## src/rtl/multiplier_nbits.sv

```systemverilog
// Digit-serial WIDTH x WIDTH multiplier: one DIGIT x DIGIT partial product per clock, START/PRONTO handshake.
// Optional two's-complement operands are enabled by defining MULT_SIGNED_EN.
module multiplier_nbits #(
  parameter int WIDTH = 8,
  parameter int DIGIT = 4
) (
  input  logic                 CLK,
  input  logic                 RESET,
  input  logic                 START,
  input  logic [WIDTH-1:0]     x,
  input  logic [WIDTH-1:0]     y,
  output logic [2*WIDTH-1:0]   result,
  output logic                 PRONTO,
  output logic                 BUSY
);
  localparam int ND = WIDTH / DIGIT;
  localparam int CW = (ND > 1) ? $clog2(ND) : 1;
  localparam logic [CW-1:0] LAST = CW'(ND - 1);

  localparam logic [1:0] S_IDLE = 2'd0;
  localparam logic [1:0] S_CALC = 2'd1;
  localparam logic [1:0] S_DONE = 2'd2;

  logic [1:0]         state_q, state_d;
  logic [WIDTH-1:0]   xr_q, xr_d, yr_q, yr_d;
  logic [2*WIDTH-1:0] acc_q, acc_d, result_q, result_d;
  logic [CW-1:0]      i_q, i_d, j_q, j_d;
  logic               pronto_q, pronto_d;
  logic [WIDTH-1:0]   x_cap, y_cap;

  logic [DIGIT-1:0]   xd, yd;
  logic [2*DIGIT-1:0] pp;
  logic [2*WIDTH-1:0] pp_sh;

  assign xd    = xr_q[int'(i_q)*DIGIT +: DIGIT];
  assign yd    = yr_q[int'(j_q)*DIGIT +: DIGIT];
  assign pp    = (2*DIGIT)'(xd) * (2*DIGIT)'(yd);
  // i+j can exceed the counter width, so the shift amount is computed in int
  assign pp_sh = (2*WIDTH)'(pp) << (DIGIT * (int'(i_q) + int'(j_q)));

`ifdef MULT_SIGNED_EN
  logic sign_q, sign_d;
  assign x_cap  = x[WIDTH-1] ? -x : x;
  assign y_cap  = y[WIDTH-1] ? -y : y;
  assign sign_d = (state_q == S_IDLE && START) ? (x[WIDTH-1] ^ y[WIDTH-1]) : sign_q;

  always_ff @(posedge CLK or negedge RESET) begin
    if (!RESET) sign_q <= 1'b0;
    else        sign_q <= sign_d;
  end
`else
  assign x_cap = x;
  assign y_cap = y;
`endif

  always_comb begin
    state_d  = state_q;
    xr_d     = xr_q;
    yr_d     = yr_q;
    acc_d    = acc_q;
    i_d      = i_q;
    j_d      = j_q;
    result_d = result_q;
    pronto_d = pronto_q;
    case (state_q)
      S_IDLE: begin
        if (START) begin
          xr_d     = x_cap;
          yr_d     = y_cap;
          acc_d    = '0;
          i_d      = '0;
          j_d      = '0;
          pronto_d = 1'b0;
          state_d  = S_CALC;
        end
      end
      S_CALC: begin
        acc_d = acc_q + pp_sh;
        if (j_q == LAST) begin
          j_d = '0;
          if (i_q == LAST) state_d = S_DONE;
          else             i_d = i_q + 1'b1;
        end else begin
          j_d = j_q + 1'b1;
        end
      end
      S_DONE: begin
`ifdef MULT_SIGNED_EN
        result_d = sign_q ? -acc_q : acc_q;
`else
        result_d = acc_q;
`endif
        pronto_d = 1'b1;
        state_d  = S_IDLE;
      end
      default: state_d = S_IDLE;
    endcase
  end

  always_ff @(posedge CLK or negedge RESET) begin
    if (!RESET) begin
      state_q  <= S_IDLE;
      xr_q     <= '0;
      yr_q     <= '0;
      acc_q    <= '0;
      i_q      <= '0;
      j_q      <= '0;
      result_q <= '0;
      pronto_q <= 1'b0;
    end else begin
      state_q  <= state_d;
      xr_q     <= xr_d;
      yr_q     <= yr_d;
      acc_q    <= acc_d;
      i_q      <= i_d;
      j_q      <= j_d;
      result_q <= result_d;
      pronto_q <= pronto_d;
    end
  end

  assign result = result_q;
  assign PRONTO = pronto_q;
  assign BUSY   = (state_q != S_IDLE);
endmodule

```

## config.mk

```make
export PLATFORM = sky130hd
export DESIGN_NAME = multiplier_nbits
export DESIGN_NICKNAME = d
export VERILOG_FILES = /design/src/rtl/multiplier_nbits.sv
export SDC_FILE = /design/constraint.sdc
export NUM_CORES = 1
export LEC_CHECK = 0
export ABC_AREA = 1
export BUFFER_PORTS_ARGS = -buffer_cell sky130_fd_sc_hd__buf_4
export CAP_MARGIN = 20
export CORE_MARGIN = 5
export CORE_UTILIZATION = 61
export CTS_BUF_LIST = sky130_fd_sc_hd__clkbuf_2
export CTS_CLUSTER_SIZE = 14
export DETAILED_ROUTE_END_ITERATION = 12
export PLACE_DENSITY_LB_ADDON = 0.12
export SLEW_MARGIN = 20
export SYNTH_ARGS = -nofsm -noshare
export SYNTH_HDL_FRONTEND = slang
export SYNTH_SLANG_ARGS = --single-unit
```

## constraint.sdc

```tcl
create_clock -name CLK -period 5.2 [get_ports CLK]
set_input_delay 0.52 -clock CLK [delete_from_list [all_inputs] [get_ports CLK]]
set_output_delay 0.52 -clock CLK [all_outputs]
set_load 0.03 [all_outputs]
```

==> flow_summary.yaml <==
timing:
  final_max_slew_viol_count: 0
  worst_pin_slew_ns: 0.993
  clock_skew_ns: 0.00792
  timing.setup.tns_ns: 0
  finalHoldViolCount: 0
  fin_crit_sh_pct: 91.0
  finalSetupViolCount: 0
  slew_headroom_pct: 33.6
  period_needed_ns: 4.73
  setup_slack_ns: 0.466
  rsz0062_at_grt: "no"
  fmaxAchievable_ghz: 0.211
finish:
  area_delta_synth_final_pct: 10.2
  fin_area_sq_mm: 0.00377
  final_common_cell: "nand2_1"
  fin_cells: 533
  drive_above_1_share_pct: 13.9
  n_antenna_cell: 0
  mostFrequentLayoutCells: "nand2_1, dfrtp_1, inv_1, nor2_1, buf_4"
  fin_nets: 513
worst_setup_path:
  critPathKind: "reg2reg"
  endpoint_kind: "flop"
  r2r_cells: 21
  worst_ep_arrival_time_ns: 5.13
  reg2reg_from: "j_q"
  crit_end: "acc_q[11]"
  required_ns: 5.60
  critPathLaunchType: "flop"
  critPathMaxFanout: 9
  rrSetupSlack_ns: 0.47
  crit_start: "j_q"
  r2r-end: "acc_q[11]"
cts:
  cts_tree: "yes"
  cts.repair.resized: 0
  clockRootBuffer: "clkbuf_2"
  cts_buffers: 5
  post_cts_buffers: 0
  numClockSinks: 53
  clk_latency_ns: 0.45
  cts_hold_buffers: 0
  htreeDepth: 2
  cts_max_path_buffers: 2
  cts.reportedPaths.clkPinSlew_ns: 0.26
synthesis:
  ys_seq_elements: 53
  syn_area_sq_mm: 0.00342
  synth_top_family_by_area: "simple AND/OR/NAND/NOR gates"
  synth-simple-area-share_pct: 23.4
  synth_compound_area_share_pct: 13.9
  synth_cell_types: 35
  ys_warn_count: 0
  yosys.area_share.xor_xnor_pct: 1.54
  synth_fa_ha_area_share_pct: 13.2
  syn_nets: 480
  synth_mux_area_share_pct: 2.67
  ys_seq_area_share_pct: 38.8
  synth.avg_cell_area_sq_um: 7.99
  syn_inst: 428
placed_design:
  place_inst: 526
  hpwl_mm: 6.03
  pre_cts_ws_ns: 0.527
  port_buffers: 36
  dpl_cell_area_sq_mm: 0.00373
  gp_congestion: 0.897
global_route:
  grt_pass1_vias: 2842
  grt_pass1_wl_mm: 13.2
  track_usage_pct: 22.6
  grt_max_degree: 54
  antenna_found_initial: 0
  grt.overflow.total: 0
detailed_routing:
  drcViolationCount: 0
  wl_per_cell_microns: 14.5
  drt-initial-drc-count: 166
  firstDrtPassIters: 5
  num_vias: 2880
  via_per_inst: 5.40
  routed_wl_mm: 7.71
  drtAntennaViolNets: 0
flow_run:
  cap_violations: 0
floorplan:
  die_h_microns: 84.9
  dieArea_sq_mm: 0.00721
  rows: 27
  start_util_pct: 62.5
  io_pins: 37
  floorplan.die.width_microns: 84.9
  fp.coreArea_sq_mm: 0.00547
outcome:
  outcome: "completed"
worst_hold_path:
  hold_class: "in2async"
[worst min path at each step]
stage            from    endpoint  slack (ns)  depth (start not counted)
3_5_place_dp   PRONTO      PRONTO        0.46                          2
3_3_place_gp   PRONTO      PRONTO        0.45                          2
6_report        RESET   result[5]        0.06                          1
5_1_grt         RESET   result[5]        0.07                          1
2_1_floorplan   RESET      PRONTO        0.22                          0
4_1_cts         RESET  result[15]        0.07                          1
[flip-flops by register name, indices dropped and copies added, names as in the netlist]
| register | flops |
|---|---|
| acc_q | 16 |
| yr_q | 8 |
| state_q | 2 |
| j_q | 1 |
| xr_q | 8 |
| PRONTO | 1 |
| i_q | 1 |
| result | 16 |
[synthesized netlist by cell type]
cell type	count	area [sq um]
nor3_1	3	15.0
nand4_1	5	31.3
xor2_1	3	26.3
buf_2	4	20.0
mux2_2	1	11.3
nand3_1	11	55.1
nor4_2	1	12.5
nand2_2	1	6.26
o21bai_1	5	37.5
a31oi_1	2	12.5
dfrtp_1	53	1330
fa_1	5	100
nor2_1	36	135
buf_6	1	11.3
nand2b_1	1	6.26
clkinv_1	1	3.75
ha_1	28	350
o21ai_0	34	170
o21ai_2	1	8.76
o21bai_4	2	37.5
xnor2_1	3	26.3
a21oi_2	1	8.76
nand2_1	122	458
clkbuf_1	5	18.8
nor2_4	1	11.3
nor2_2	1	6.26
nand3_2	4	40.0
a21oi_1	21	105
mux2i_1	8	80.1
o21ai_1	2	10.0
a21o_1	3	22.5
o22ai_1	10	62.6
inv_2	4	15.0
inv_1	41	154
or2_2	4	25.0
[stage by stage]
step           utilization (%)  hold slack [ns]
6_report                  68.9           0.0604
4_1_cts                   68.9           0.0743
2_1_floorplan                -            0.224
5_1_grt                   68.9           0.0744
3_5_place_dp              68.2            0.461
3_3_place_gp              68.2            0.455
[worst max-delay path, cell delays in order, from the launching register on]
cell and delay (ns):
dfrtp_1 0.60, mux2i_1 0.20, or2_2 0.33, fa_1 0.54
inv_1 0.06, fa_1 0.57, inv_1 0.07, fa_1 0.44
o21ai_0 0.23, xnor2_1 0.17, nand2_1 0.08, o21ai_0 0.11
nor2_1 0.08, ha_1 0.36, nand2_1 0.11, inv_1 0.05
a21oi_1 0.14, nand2_1 0.14, a21o_1 0.20, nand2_1 0.06
nand2_1 0.05, o22ai_1 0.14
[cell type report]
cell class,count,area [sq um]
Clock buffer,5,25.0
Clock inverter,2,13.8
Fill cell,474,1700
Inverter,46,173
Multi-Input combinational cell,319,1870
Sequential cell,53,1330
Tap cell,72,90.1
Timing Repair Buffer,36,270
[per-layer routing]
| metal | vias to the layer above | track usage, % | wire length (microns) |
|---|---|---|---|
| met5 | - | 0 | 0 |
| met4 | 0 | 11.2 | 308 |
| met3 | 23 | 3.98 | 337 |
| met2 | 79 | 38.5 | 3830 |
| met1 | 1311 | 27.5 | 3230 |
| li1 | 1467 | - | - |
[cells by family (layout without fill, tap and decap cells)]
kind of cell,after synthesis,after routing
XOR/XNOR,6,6
adder cells (fa/ha/maj),33,33
flip-flops,53,53
buffers and inverters,56,89
AND/OR/NAND/NOR,190,190
AO/OA/AOI/OAI,81,81
multiplexers,9,9
Power is left out: the tool's default activity adds up to more than one toggle a clock period on the data nets, which glitch-free logic cannot reach.
